[src/rtl/raifes_qspi_arbiter.sv]
// raifes_qspi_arbiter: serialises imem/dmem AHB-Lite masters onto one QSPI port with a watchdog; define RAIFES_QSPI_ARB_RR_EN for round-robin tie-break
module raifes_qspi_arbiter #(
  parameter int unsigned TIMEOUT_CYCLES = 4096,
  parameter bit          DPRIO          = 1'b1
) (
  input  logic        iClk,
  input  logic        iReset,
  input  logic [31:0] imem_haddr,
  input  logic        imem_hwrite,
  input  logic [2:0]  imem_hsize,
  input  logic [1:0]  imem_htrans,
  input  logic [31:0] imem_hwdata,
  output logic [31:0] imem_hrdata,
  output logic        imem_hready,
  output logic        imem_hresp,
  input  logic [31:0] dmem_haddr,
  input  logic        dmem_hwrite,
  input  logic [2:0]  dmem_hsize,
  input  logic [1:0]  dmem_htrans,
  input  logic [31:0] dmem_hwdata,
  output logic [31:0] dmem_hrdata,
  output logic        dmem_hready,
  output logic        dmem_hresp,
  output logic [31:0] qspi_haddr,
  output logic        qspi_hwrite,
  output logic [2:0]  qspi_hsize,
  output logic [1:0]  qspi_htrans,
  output logic [31:0] qspi_hwdata,
  input  logic [31:0] qspi_hrdata,
  input  logic        qspi_hready,
  output logic [1:0]  oGrant
);
  typedef enum logic [2:0] {ARB_IDLE, ARB_ISSUE, ARB_WAIT, ARB_DONE, ARB_ERR1, ARB_ERR2} arb_state_t;
  arb_state_t  r_state, w_next;
  logic [31:0] w_haddr [2];
  logic [31:0] w_hwdata [2];
  logic [2:0]  w_hsize [2];
  logic [31:0] r_addr [2];
  logic [31:0] r_wdata [2];
  logic [31:0] r_hrdata [2];
  logic [2:0]  r_size [2];
  logic [1:0]  w_hwrite, w_req, w_own, w_hready, w_cap, w_clr;
  logic [1:0]  r_write, r_pend_v, r_dph, r_wdv;
  logic        r_owner, r_first, w_sel, w_tie_dmem, w_issue, w_done, w_err, w_act;
  logic [31:0] r_wdog;

  assign w_haddr[0]  = imem_haddr;
  assign w_haddr[1]  = dmem_haddr;
  assign w_hwdata[0] = imem_hwdata;
  assign w_hwdata[1] = dmem_hwdata;
  assign w_hsize[0]  = imem_hsize;
  assign w_hsize[1]  = dmem_hsize;
  assign w_hwrite    = {dmem_hwrite, imem_hwrite};
  assign w_req       = {|dmem_htrans, |imem_htrans};
  assign w_own       = r_owner ? 2'b10 : 2'b01;
  assign w_act       = r_state != ARB_IDLE;
  assign w_err       = (r_state == ARB_ERR1) || (r_state == ARB_ERR2);
  // A master is ready whenever it has nothing queued; the owner also sees ready on the last error cycle.
  assign w_hready    = ~r_pend_v | ((r_state == ARB_ERR2) ? w_own : 2'b00);
  assign w_cap       = w_req & w_hready;
  assign w_clr       = (w_done || r_state == ARB_ERR2) ? w_own : 2'b00;
  assign w_sel       = &r_pend_v ? w_tie_dmem : r_pend_v[1];
  assign oGrant      = w_act ? w_own : 2'b00;
  assign qspi_htrans = w_issue ? 2'b10 : 2'b00;
  assign qspi_haddr  = w_act ? r_addr[r_owner] : '0;
  assign qspi_hwrite = w_act & r_write[r_owner];
  assign qspi_hsize  = w_act ? r_size[r_owner] : '0;
  assign qspi_hwdata = w_act ? r_wdata[r_owner] : '0;
  assign imem_hready = w_hready[0];
  assign dmem_hready = w_hready[1];
  assign imem_hresp  = w_err & ~r_owner;
  assign dmem_hresp  = w_err & r_owner;
  assign imem_hrdata = r_hrdata[0];
  assign dmem_hrdata = r_hrdata[1];

`ifdef RAIFES_QSPI_ARB_RR_EN
  logic r_last;
  assign w_tie_dmem = ~r_last;
  // Remember the last winner so the other master takes the next tie.
  always_ff @(posedge iClk or posedge iReset)
    if (iReset) r_last <= 1'b1;
    else if (r_state == ARB_IDLE && |r_pend_v) r_last <= w_sel;
`else
  assign w_tie_dmem = DPRIO;
`endif

  // Arbiter state register.
  always_ff @(posedge iClk or posedge iReset)
    if (iReset) r_state <= ARB_IDLE;
    else r_state <= w_next;

  // Next state; NONSEQ goes out only in the cycle the downstream can accept it.
  always_comb begin
    w_next  = r_state;
    w_issue = 1'b0;
    w_done  = 1'b0;
    case (r_state)
      ARB_IDLE:  w_next = |r_pend_v ? ARB_ISSUE : ARB_IDLE;
      ARB_ISSUE: begin
        w_issue = qspi_hready && r_wdv[r_owner];
        w_next  = w_issue ? ARB_WAIT : ARB_ISSUE;
      end
      ARB_WAIT: begin
        w_done = !r_first && qspi_hready;
        w_next = w_done ? ARB_DONE : (TIMEOUT_CYCLES != 0 && r_wdog == 32'd1) ? ARB_ERR1 : ARB_WAIT;
      end
      ARB_ERR1:  w_next = ARB_ERR2;
      default:   w_next = ARB_IDLE;
    endcase
  end

  // Owner selection, watchdog and the ignore-first-wait-cycle flag.
  always_ff @(posedge iClk or posedge iReset)
    if (iReset) begin
      r_owner <= 1'b0;
      r_first <= 1'b0;
      r_wdog  <= '0;
    end else begin
      if (r_state == ARB_IDLE && |r_pend_v) r_owner <= w_sel;
      if (w_issue) begin
        r_wdog  <= TIMEOUT_CYCLES;
        r_first <= 1'b1;
      end else if (r_state == ARB_WAIT) begin
        r_wdog  <= r_wdog - 32'd1;
        r_first <= 1'b0;
      end
    end

  // Per-master address-phase capture, data-phase write data and returned read data.
  always_ff @(posedge iClk or posedge iReset)
    if (iReset) begin
      r_pend_v <= '0;
      r_dph    <= '0;
      r_wdv    <= '0;
      r_write  <= '0;
      for (int i = 0; i < 2; i++) begin
        r_addr[i]   <= '0;
        r_size[i]   <= '0;
        r_wdata[i]  <= '0;
        r_hrdata[i] <= '0;
      end
    end else begin
      for (int i = 0; i < 2; i++) begin
        if (r_dph[i]) begin
          r_wdata[i] <= w_hwdata[i];
          r_wdv[i]   <= 1'b1;
          r_dph[i]   <= 1'b0;
        end
        if (w_cap[i]) begin
          r_pend_v[i] <= 1'b1;
          r_addr[i]   <= w_haddr[i];
          r_write[i]  <= w_hwrite[i];
          r_size[i]   <= w_hsize[i];
          r_dph[i]    <= 1'b1;
          r_wdv[i]    <= 1'b0;
        end else if (w_clr[i]) r_pend_v[i] <= 1'b0;
        if (w_done && w_own[i] && !r_write[i]) r_hrdata[i] <= qspi_hrdata;
      end
    end
endmodule

[config.mk]
export PLATFORM = sky130hd
export DESIGN_NAME = raifes_qspi_arbiter
export DESIGN_NICKNAME = d
export VERILOG_FILES = /design/src/rtl/raifes_qspi_arbiter.sv
export SDC_FILE = /design/constraint.sdc
export NUM_CORES = 1
export LEC_CHECK = 0
export ABC_AREA = 1
export CAP_MARGIN = 20
export CORE_MARGIN = 2
export CORE_UTILIZATION = 40
export CTS_CLUSTER_DIAMETER = 60
export DETAILED_ROUTE_END_ITERATION = 6
export PLACE_DENSITY = 0.69
export SYNTH_ARGS = -nofsm -noshare
export SYNTH_HDL_FRONTEND = slang
export SYNTH_SLANG_ARGS = --single-unit
export TNS_END_PERCENT = 1
[constraint.sdc]
create_clock -name iClk -period 16.7 [get_ports iClk]
set_input_delay 3.34 -clock iClk [delete_from_list [all_inputs] [get_ports iClk]]
set_output_delay 3.34 -clock iClk [all_outputs]
set_load 0.005 [all_outputs]
* Yosys cells after proc, flatten, opt, wreduce, memory -nomap -nowiden
Cells that the tools add are included.
** Word-level totals
- Register bits after elaboration :: 243
- Output and inout port bits :: 140
** Cells by class
- Add/subtract/negate cells :: 1
- Order comparisons :: 2
- Eq/ne operators :: 5
- Multiplexer cells :: 43
- Bitwise operators :: 8
- Reduce and logical (&&, ||, !) cells :: 23
** Operators with widths (number)
- $mux W32 :: 10
- $eq A32 B1 Y1 const B :: 1
- $sub A32 B1 Y32 const B :: 1
- $mux W1 :: 20
- $mux W3 :: 6
- $mux W2 :: 6
- $pmux W3 S4 :: 1
- $reduce_bool A2 Y1 :: 5
- $logic_and A1 B1 Y1 :: 7
- $eq A3 B3 Y1 const B :: 2
- $reduce_or A2 Y1 :: 3
- $and A1 B1 Y1 :: 3
- $eq A3 B1 Y1 const B :: 1
- $eq A3 B2 Y1 const B :: 1
- $logic_not A1 Y1 :: 3
- $logic_not A3 Y1 :: 1
- $reduce_bool A3 Y1 :: 1
- $and A2 B2 Y2 :: 1
- $ge A2 B2 Y1 const B :: 1
- $logic_or A1 B1 Y1 :: 2
- $lt A1 B2 Y1 const B :: 1
- $not A1 Y2 :: 1
- $not A2 Y2 :: 1
- $or A2 B2 Y2 :: 1
- 2 further kinds :: 2

* Depth between registers and ports, before layout
Gate-level depths: netlist (run 1).
- Depth in word-level cells :: 7
- Depth in mapped cells :: 9
- Mapped depth without buffers :: 9

* Worst setup path after synthesis (run 1)
No wires, ideal clock.
- Path type :: input port to output port
- From :: input port qspi_hready
- To :: output port qspi_htrans[1]
- Data arrival time :: 3.847 ns
- Data required time :: 13.360 ns
- Slack :: 9.513 ns
- Cell stages on the path :: 4
- Buffers on the path :: 2
- Cells stage by stage :: nand3_1 buf_2 inv_1 buf_4
** Between the ends
- Cells in the longest elaborated chain, start to end :: 3
** Ends and longest elaborated chain
- start: declaration :: line 30 : input logic qspi_hready,
- $logic_and A1 B1 Y1 :: line 100 : w_issue = qspi_hready && r_wdv[r_owner];
- $mux W1 :: line 97 : case (r_state)
- named net w_issue :: line 44 : logic r_owner, r_first, w_sel, w_tie_dmem, w_issue, w_done, w_err, w_act;
- $mux W2 :: line 64 : assign qspi_htrans = w_issue ? 2'b10 : 2'b00;
- end: declaration :: line 27 : output logic [1:0] qspi_htrans,
The timed path passes the listed nets, and every way through them passes these cells.

* Final worst setup path (run 1)
- From :: input port qspi_hready
- To :: output port qspi_htrans[1]
** Between the ends
- Cells in the longest elaborated chain, start to end :: 3
** Ends and longest elaborated chain (line)
- $logic_and A1 B1 Y1 :: 100
- $mux W1 :: 97
- $mux W2 :: 64
Every way passes these cells.

==> qor.csv, run 1 <==
stage,metric,value,unit
status,status,"finished, final reports clean",
setup_path,crit_path_max_incr_delay,0.53,ns
cts,clkTransAtPathRegs,0.06,ns
cells_and_area,fin_nets,1777,
yosys,synth-compound-area-share,10.8,%
drt,vias_per_cell,4.79,
yosys,ys_async_sr_fraction,100,%
drt,routed_wirelength,31000,um
global_routing,grt_pass1_wl,49800,um
job,maxCapViolCount,0,
cts,cts_tree,built,
floorplanning,chipHeight,169,um
power,power_density,181,nW/um2
floorplanning,coreArea,26900,um2
setup_path,crit_arrival,4.89,ns
worst_hold_path,worstHoldPathCells,2,
timing,fmax,122,MHz
worst_hold_path,hp-class,reg2reg,
power,ir_drop,0.0000946,V
drt,initialDrtViolationCount,537,
timing,finalHoldViolCount,0,
timing,setup_viol,0,
setup_path,cp_common_cell,clkdlybuf4s50_1,
floorplanning,die_area,28600,um2
yosys,synth_commonest_cells,"539 x nand2_1, 243 x dfrtp_1, 146 x inv_1",
floorplanning,die_width,169,um
power,pwr-share-seq,35.4,%
cells_and_area,fill_cells,2476,
timing,fin_tns_setup,0,ns
setup_path,timing.rr.start,r_state[1],
cells_and_area,syn2layout_area_growth,39.5,%
cts,ctsResizeCount,0,
place,gp_congestion,0.851,
timing,fin_crit,8.23,ns
drt,dr.pass1.iters,5,
place,port-buffer-count,313,
power,switching_power,0.000978,W
cells_and_area,drive_gt1_share,6.11,%
cts,h-tree-depth,1,
yosys,synth_top_area_share,55.8,%
power,p_int,0.00178,W
cts,clk_path_buf_depth,3,
yosys,synth_most_common_cell,nand2_1,
worst_hold_path,hold_start,r_wdata[29],
drt,drc,0,
floorplanning,ios,315,
setup_path,crit_chain,"clkdlybuf4s50_1, nand3_1, buf_4, inv_1, clkdlybuf4s50_1",
setup_path,path_max_fanout,31,
cts,cts_buffers,28,
setup_path,slowest_stage,clkdlybuf4s50_1,
power,leakagePower,7.82,nW
yosys,synth_edf_count,0,
worst_hold_path,worstHoldEndpoint,r_wdata[29],
place,hpwl,20800,um
cells_and_area,seqCellArea,6080,um2
yosys,synthTopCellsByArea,"dfrtp_1 56%, nand2_1 19%, inv_1 5.0%",
setup_path,cp.required,13.36,ns
cts,clock_latency,0.53,ns
yosys,synth_nets,1484,
yosys,synthAdderAreaFrac,0.230,%
global_routing,grt_usage,21.7,%
cts,cts.sinks,243,
global_routing,grt_max_degree,114,
drt,antenna_left,0,
setup_path,timing.rr.end,r_addr[53],
global_routing,first_global_vias,9463,
yosys,avgSynthCellArea,8.33,um2
drt,detail_route.wl_per_cell,15.8,um
yosys,ys_types,31,
setup_path,reg2reg_slack,14.43,ns
timing,fin_crit_sh,49.3,%
yosys,yosys.area_share.simple,24.3,%
yosys,synth_mux_area_share,0,%
power,netSwitchingFraction,35.5,%
yosys,ys_warn_count,0,
yosys,ys.flop_type,dfrtp_1,
cts,post_cts_buffers,0,
place,dp_slack,8.48,ns
power,comb_power_share,41.6,%
timing,slew_violations,0,
timing,relSlewSlack,43.9,%
global_routing,gr-total-overflow,0,
drt,num_vias,9411,
global_routing,antenna_found_initial,4,
yosys,synth_area,10900,um2
setup_path,critPathLaunchType,primary input,
setup_path,end_kind,output pin,
yosys,synth_top_cell_by_area,dfrtp_1,
timing,setup_ws,8.47,ns
cts,cts_root_buffer,clkbuf_16,
setup_path,worstRegToRegCells,9,
timing,finClkSkew,0.00716,ns
yosys,synth_xor_area_share,0.0804,%
yosys,synth_top_family_by_area,simple AND/OR/NAND/NOR gates,
yosys,synth-seq-area-share,55.8,%
timing,worst_hold_slack,0.472,ns
cts,ctsHoldBuffers,0,
timing,worst_pin_slew,0.840,ns
power,clkPwrFrac,23.0,%
timing,rsz0062_at_grt,no,
setup_path,critical_path_class,in2out,
floorplanning,initial_core_util,40.5,%
floorplanning,num_rows,60,
cells_and_area,multi_input_area,3890,um2
yosys,netlist_instances,1307,
yosys,ys_ff_latch,243,
==> metal layers <==
metal | track usage [%] | vias to the layer above | wire [um]
li1 | - | 4642 | -
met1 | 27.1 | 4428 | 12800
met2 | 35.4 | 280 | 14300
met3 | 7.93 | 59 | 3020
met4 | 6.13 | 2 | 841
met5 | 0 | - | 13
==> per-stage QoR <==
stage | utilization [%] | cells | area [um2] | total power [W]
6_report | 56.6 | 1965 | 15200 | 0.00276
2_1_floorplan | - | 1307 | 10900 | 0.00156
3_3_place_gp | 52.7 | 1909 | 14200 | 0.00211
4_1_cts | 56.4 | 1960 | 15100 | 0.00278
5_1_grt | 56.6 | 1964 | 15200 | 0.00297
3_5_place_dp | 52.7 | 1909 | 14200 | 0.00213
==> worst max-delay path, delay by kind of cell <==
family                 cells  cell delay [ns]
buffers and inverters      4             1.46
AND/OR/NAND/NOR            1             0.08
==> registers in the layout, indices dropped and copies added (netlist names) <==
register / count
r_wdv: 2
r_first: 1
r_dph: 2
r_wdata: 64
r_pend_v: 2
r_addr: 64
r_wdog: 32
r_state: 3
r_owner: 1
r_size: 6
dmem_hrdata: 32
imem_hrdata: 32
r_write: 2
==> worst max path at each step <==
stage	from	endpoint	slack, ns	cells past startpoint
detailed placement	qspi_hready	qspi_htrans[1]	8.48	5
global placement	qspi_hready	qspi_htrans[1]	8.48	5
floorplan	iReset	dmem_hrdata[0]	6.69	1
global route	qspi_hready	qspi_htrans[1]	8.41	5
finish	qspi_hready	qspi_htrans[1]	8.47	5
CTS	qspi_hready	qspi_htrans[1]	8.47	5
==> kinds of logic (layout without fill, tap and decap cells) <==
group	after synthesis	count (layout)
xor+xnor	1	1
simple gates	672	672
other cells	1	4
buf+inv	210	524
fa+ha+maj	2	2
flops	243	243
compound gates	178	178
==> area by class of cell <==
cell class,instances,share of cell area (%)
Multi-Input combinational cell,854,25.6
Clock buffer,40,5.51
Sequential cell,243,40.0
Timing Repair Buffer,327,21.5
Inverter,146,3.65
Clock inverter,11,0.881
Tap cell,341,2.81
Antenna cell,3,0.0494
==> power groups by stage <==
stage               registers (W)  clock network, W  logic, W
finish                   0.000977          0.000633   0.00115
global route              0.00101          0.000676   0.00129
CTS                      0.000975          0.000651   0.00116
detailed placement       0.000979                 0   0.00115
global placement         0.000972                 0   0.00113
floorplan                0.000949                 0  0.000614
==> cell usage in the layout (no fill, tap or decap), drive strengths merged, types with 8 or more instances in the layout <==
cell	n
a21oi	19
clkbuf	40
dfrtp	243
o21ai	90
inv	146
clkinv	8
nand2	541
nor3	13
nor2	86
nand3	24
a22oi	67
clkdlybuf4s50	313
buf	14
Note: power is estimated with default switching activity, not from simulation.
==> run 2, diff against run 1 <==
Settings changed: PLACE_DENSITY 0.69 to 0.72.
Clock period 16.7 ns to 7.4 ns, I/O delays scaled along.
==> run 2 against run 1 <==
Sequential power rose by 130%. Combinational power grew 120%. Power grew 120%. Sequential share of layout area increased by 0.20 points. Flip-flop and latch count stayed put. Clock power grew 120%. Clock skew rose by 0.012 ns. Critical endpoint is now qspi_hsize[1]. Largest cell class unchanged. Largest power group unchanged.
==> qor.csv, run 2 (synthesis results as in run 1) <==
stage,metric,value,unit,change
power,pwr-share-seq,36.1,%,was 35.4%
cells_and_area,final_common_cell,nand2_1,,unchanged
floorplanning,ios,315,,unchanged
cts,h-tree-depth,1,,unchanged
drt,dr_wl_met3,3270,um,was 3020 um
power,switching_power,0.00222,W,was 0.000978 W
drt,initialDrtViolationCount,630,,was 537
cells_and_area,fill_cells,2413,,was 2476
status,status,"finished, final reports clean",,unchanged
cts,ctsHoldBuffers,0,,unchanged
timing,fin_crit_sh,63.9,%,
cts,cts_buffers,28,,unchanged
timing,slew_violations,0,,unchanged
setup_path,crit_family,buffers and inverters,,unchanged
setup_path,timing.rr.end,r_addr[4],,was r_addr[53]
cts,cts.sinks,243,,unchanged
timing,fin_tns_setup,0,ns,unchanged
timing,rsz0062_at_grt,no,,unchanged
floorplanning,die_width,169,um,unchanged
cts,cts_root_buffer,clkbuf_16,,unchanged
timing,fmax,211,MHz,
cts,ctsResizeCount,0,,unchanged
power,comb_power_share,41.7,%,was 41.6%
drt,drc,0,,unchanged
place,placed_area,14200,um2,about the same
timing,relSlewSlack,40.2,%,was 43.9%
drt,dr_wl_met2,14900,um,was 14300 um
floorplanning,chipHeight,169,um,unchanged
setup_path,crit_buf_inv,4,,unchanged
cts,clkTransAtPathRegs,0.06,ns,about the same
setup_path,end_kind,output pin,,unchanged
cells_and_area,syn2layout_area_growth,38.9,%,was 39.5%
drt,num_vias,9536,,was 9411
timing,worst_pin_slew,0.897,ns,was 0.840 ns
drt,detail_route.wl_per_cell,16.1,um,was 15.8 um
cts,clock_latency,0.53,ns,about the same
cells_and_area,drive_gt1_share,5.81,%,was 6.11%
cells_and_area,design_area,15100,um2,was 15200 um2
power,p_total,0.00617,W,was 0.00276 W
floorplanning,coreArea,26900,um2,unchanged
power,netSwitchingFraction,36.0,%,was 35.5%
timing,setup_viol,0,,unchanged
cts,clk_path_buf_depth,3,,unchanged
drt,routed_wirelength,31600,um,was 31000 um
setup_path,slowest_stage,nor2_4,,was clkdlybuf4s50_1
place,dp_slack,2.87,ns,was 8.48 ns
drt,antenna_left,0,,unchanged
power,leakagePower,7.77,nW,was 7.82 nW
timing,setup_ws,2.67,ns,was 8.47 ns
setup_path,crit_arrival,3.25,ns,was 4.89 ns
setup_path,cp.required,5.92,ns,was 13.36 ns
setup_path,path_depth,6,,was 5
power,p_int,0.00395,W,was 0.00178 W
cells_and_area,post-route-util,56.3,%,was 56.6%
cells_and_area,fin_nets,1776,,was 1777
setup_path,crit_end,qspi_hsize[1],,was qspi_htrans[1]
drt,m1WireLength,12700,um,was 12800 um
place,port-buffer-count,313,,unchanged
power,power_density,408,nW/um2,was 181 nW/um2
global_routing,first_global_vias,9539,,was 9463
global_routing,grt_max_degree,139,,was 114
cells_and_area,final_cell_mix,"539 x nand2_1, 313 x clkdlybuf4s50_1, 243 x dfrtp_1",,unchanged
setup_path,critPathLaunchType,register,,was primary input
place,gp_congestion,0.860,,was 0.851
global_routing,grt_pass1_wl,50500,um,was 49800 um
timing,finClkSkew,0.0194,ns,was 0.00716 ns
drt,top_layer,met5,,unchanged
drt,vias_per_cell,4.87,,was 4.79
power,clkPwrFrac,22.2,%,was 23.0%
global_routing,antenna_found_initial,3,,was 4
floorplanning,initial_core_util,40.5,%,unchanged
cts,post_cts_buffers,0,,unchanged
setup_path,path_max_fanout,41,,was 31
floorplanning,die_area,28600,um2,unchanged
global_routing,gr-total-overflow,0,,unchanged
place,hpwl,21600,um,was 20800 um
setup_path,crit_chain,"inv_1, nor2_4, buf_4, a22oi_1, inv_1, clkdlybuf4s50_1",,"was clkdlybuf4s50_1, nand3_1, buf_4, inv_1, clkdlybuf4s50_1"
floorplanning,num_rows,60,,unchanged
timing,finalHoldViolCount,0,,unchanged
worst_hold_path,hp-class,reg2reg,,unchanged
setup_path,cp-startpoint,r_owner,,was qspi_hready
timing,fin_crit,4.73,ns,
setup_path,timing.rr.start,r_owner,,was r_state[1]
cts,cts_tree,built,,unchanged
setup_path,crit_path_max_incr_delay,0.64,ns,was 0.53 ns
setup_path,cp_common_cell,inv_1,,was clkdlybuf4s50_1
setup_path,worstRegToRegCells,8,,was 9
job,maxCapViolCount,0,,unchanged
drt,dr.pass1.iters,4,,was 5
setup_path,critical_path_class,reg2out,,was in2out
setup_path,reg2reg_slack,4.96,ns,was 14.43 ns
global_routing,grt_usage,22.1,%,was 21.7%
cells_and_area,largest_registers,"r_addr x64, r_wdata x64",,unchanged
power,ir_drop,0.000253,V,was 0.0000946 V
[run 2: cell types whose count changed in the layout (fill, tap and decap cells not counted), moves of 2 or more]
| cell | before | now |
|---|---|---|
| clkbuf_8 | 7 | 4 |
| clkinv_2 | 7 | 4 |
| clkinvlp_4 | 0 | 3 |
| diode_2 | 3 | 1 |
[run 2: per-stage QoR]
step	cells	hold slack, ns
after floorplan	1307	0.443
after global placement	1909	0.456
after detailed placement	1909	0.459
after CTS	1957	0.474
after global routing	1958	0.496
final	1959	0.474
[run 2: routing by layer]
metal / vias up / global-route usage [%]
li1: 4645 / -
met1: 4513 / 27.4
met2: 334 / 35.9
met3: 42 / 8.72
met4: 2 / 6.54
met5: - / 0
[run 2: how the worst min path moves through the flow]
stage	from	end	slack (ns)	cells after the start
after floorplan	r_wdata[0]	r_wdata[0]	0.44	2
after global placement	r_wdata[62]	r_wdata[62]	0.46	2
after detailed placement	r_wdata[53]	r_wdata[53]	0.46	2
after CTS	r_wdata[53]	r_wdata[53]	0.47	2
after global routing	r_addr[11]	r_addr[11]	0.50	2
final	r_wdata[53]	r_wdata[53]	0.47	2
[run 2: layout make-up]
class	instances	area [um2]	share of cell area, %
flip-flops and latches	243	6080	40.2
multi-input cells	854	3890	25.7
repair buffers	326	3260	21.6
clock buffers	38	800	5.29
inverters	146	552	3.65
well taps	341	427	2.82
clock inverters	10	113	0.744
diodes	1	2.50	0.0165
[run 2: worst min-delay path, cell delays in order (launching register included)]
cell	delay, ns
dfrtp_1	0.34
nand2_1	0.05
nand2_1	0.04
[run 2: power groups by stage]
stage          combinational, W  sequential [W]  clock (W)
2_1_floorplan           0.00139         0.00214          0
3_3_place_gp            0.00251         0.00223          0
3_5_place_dp            0.00258         0.00223          0
4_1_cts                 0.00259         0.00222    0.00140
5_1_grt                 0.00290         0.00229    0.00146
6_report                0.00257         0.00223    0.00137
==> run 3, diff against run 2 <==
Clock period 7.4 ns to 4.1 ns, I/O delays scaled along.
==> run 3 against run 2 <==
First-iteration DRC count down 5.2%. Critical path type unchanged. Non-clock buffer count up 1. Hold slack worse by 0.0035 ns. Power up 82%. Largest power group unchanged. Sequential power up 82%.
==> qor.csv, run 3 (synthesis results as in run 1) <==
stage,metric,value,unit,change
status,status,"finished, final reports clean",,unchanged
drt,dr.pass1.iters,7,,was 4
timing,rsz0062_at_grt,no,,unchanged
worst_hold_path,hp-class,reg2reg,,unchanged
cts,cts.sinks,243,,unchanged
timing,fin_crit_sh,88.5,%,
timing,fmax,276,MHz,
cts,post_cts_buffers,0,,unchanged
power,power_density,737,nW/um2,was 408 nW/um2
place,gp_congestion,0.900,,was 0.860
drt,num_vias,9518,,was 9536
cells_and_area,seqCellArea,6080,um2,unchanged
drt,drc,0,,unchanged
setup_path,crit_arrival,2.81,ns,was 3.25 ns
cts,clk_path_buf_depth,3,,unchanged
cts,ctsHoldBuffers,0,,unchanged
cts,clkTransAtPathRegs,0.06,ns,about the same
drt,detail_route.wl_per_cell,16.2,um,was 16.1 um
setup_path,worstRegToRegCells,7,,was 8
global_routing,antenna_found_initial,4,,was 3
setup_path,critical_path_class,reg2out,,unchanged
cells_and_area,syn2layout_area_growth,39.8,%,was 38.9%
floorplanning,initial_core_util,40.5,%,unchanged
global_routing,grt_usage,22.3,%,was 22.1%
timing,slew_violations,0,,unchanged
timing,relSlewSlack,48.0,%,was 40.2%
cts,cts_tree,built,,unchanged
global_routing,grt_pass1_wl,50900,um,was 50500 um
cells_and_area,post-route-util,56.7,%,was 56.3%
global_routing,first_global_vias,9631,,was 9539
power,pwr-share-seq,36.1,%,about the same
cells_and_area,final_cell_mix,"539 x nand2_1, 313 x clkdlybuf4s50_1, 243 x dfrtp_1",,unchanged
floorplanning,die_area,28600,um2,unchanged
global_routing,gr-total-overflow,0,,unchanged
place,port-buffer-count,313,,unchanged
cts,cts_root_buffer,clkbuf_16,,unchanged
place,dp_slack,1.05,ns,was 2.87 ns
timing,worst_pin_slew,0.780,ns,was 0.897 ns
cells_and_area,fill_cells,2438,,was 2413
drt,antenna_left,0,,unchanged
cells_and_area,multi_input_area,3890,um2,unchanged
timing,setup_viol,0,,unchanged
floorplanning,num_rows,60,,unchanged
drt,initialDrtViolationCount,597,,was 630
job,maxCapViolCount,0,,unchanged
cts,ctsResizeCount,0,,unchanged
cts,clock_latency,0.54,ns,was 0.53 ns
setup_path,critPathLaunchType,register,,unchanged
floorplanning,ios,315,,unchanged
cts,cts_buffers,30,,was 28
cells_and_area,fin_nets,1779,,was 1776
power,netSwitchingFraction,35.7,%,was 36.0%
setup_path,cp.required,3.28,ns,was 5.92 ns
drt,routed_wirelength,31800,um,was 31600 um
timing,fin_tns_setup,0,ns,unchanged
power,switching_power,0.00401,W,was 0.00222 W
power,comb_power_share,41.4,%,was 41.7%
power,leakagePower,7.80,nW,was 7.77 nW
setup_path,path_max_fanout,51,,was 41
worst_hold_path,worstHoldPathCells,2,,unchanged
place,hpwl,22400,um,was 21600 um
cells_and_area,largest_registers,"r_addr x64, r_wdata x64",,unchanged
drt,vias_per_cell,4.85,,was 4.87
power,p_int,0.00722,W,was 0.00395 W
timing,setup_ws,0.473,ns,was 2.67 ns
power,ir_drop,0.000329,V,was 0.000253 V
timing,finClkSkew,0.0127,ns,was 0.0194 ns
timing,finalHoldViolCount,0,,unchanged
floorplanning,chipHeight,169,um,unchanged
timing,fin_crit,3.63,ns,
floorplanning,coreArea,26900,um2,unchanged
cells_and_area,final_common_cell,nand2_1,,unchanged
cells_and_area,drive_gt1_share,5.81,%,about the same
floorplanning,die_width,169,um,unchanged
power,clkPwrFrac,22.5,%,was 22.2%
cts,h-tree-depth,1,,unchanged
setup_path,end_kind,output pin,,unchanged
global_routing,grt_max_degree,83,,was 139
==> run 3: per-stage QoR <==
step                cell area, um2  std cells  total power (W)  hold slack (ns)
global route                 15200       1960           0.0121            0.492
detailed placement           14300       1911          0.00875            0.460
floorplan                    10900       1307          0.00637            0.443
CTS                          15200       1960           0.0113            0.473
finish                       15200       1962           0.0112            0.470
global placement             14200       1909          0.00860            0.457
==> run 3: area by class of cell <==
type                       count  share of cell area (%)
sequential                   243                    39.9
clock inverter                 6                   0.485
antenna                        2                  0.0329
tap                          341                    2.80
inverter                     146                    3.62
multi-input combinational    854                    25.5
timing repair buffer         327                    21.9
clock buffer                  43                    5.72
==> run 3: final timing paths <==
check,from,endpoint,slack (ns)
worst max-delay path,r_owner,qspi_haddr[28],0.47
worst min-delay path,r_wdata[14],r_wdata[14],0.47
worst max register to register,r_owner,r_addr[4],1.87
worst min register to register,r_wdata[14],r_wdata[14],0.47
max in group asynchronous,iReset,r_wdata[20],2.53
min in group asynchronous,iReset,r_addr[15],0.73
==> run 3: layer usage <==
layer  GRT usage, %  vias up  share of wire, %
li1               -     4654                 -
met1           27.6     4422                41
met2           36.4      368                46
met3           7.51       74               9.3
met4           8.14        0               3.8
met5              0        -                 0
==> run 3: critical path, stage by stage, from the launching register on <==
cell	delay, ns
dfrtp_1	0.54
inv_1	0.22
nor2_4	0.46
buf_12	0.32
a22oi_1	0.12
inv_1	0.10
clkdlybuf4s50_1	0.50
==> run 3: power by group through the flow <==
stage	logic (W)	registers [W]	clock network, W
after global placement	0.00454	0.00407	0
after global routing	0.00523	0.00415	0.00267
after floorplan	0.00250	0.00387	0
after CTS	0.00472	0.00404	0.00258
after detailed placement	0.00470	0.00406	0
final	0.00465	0.00405	0.00253
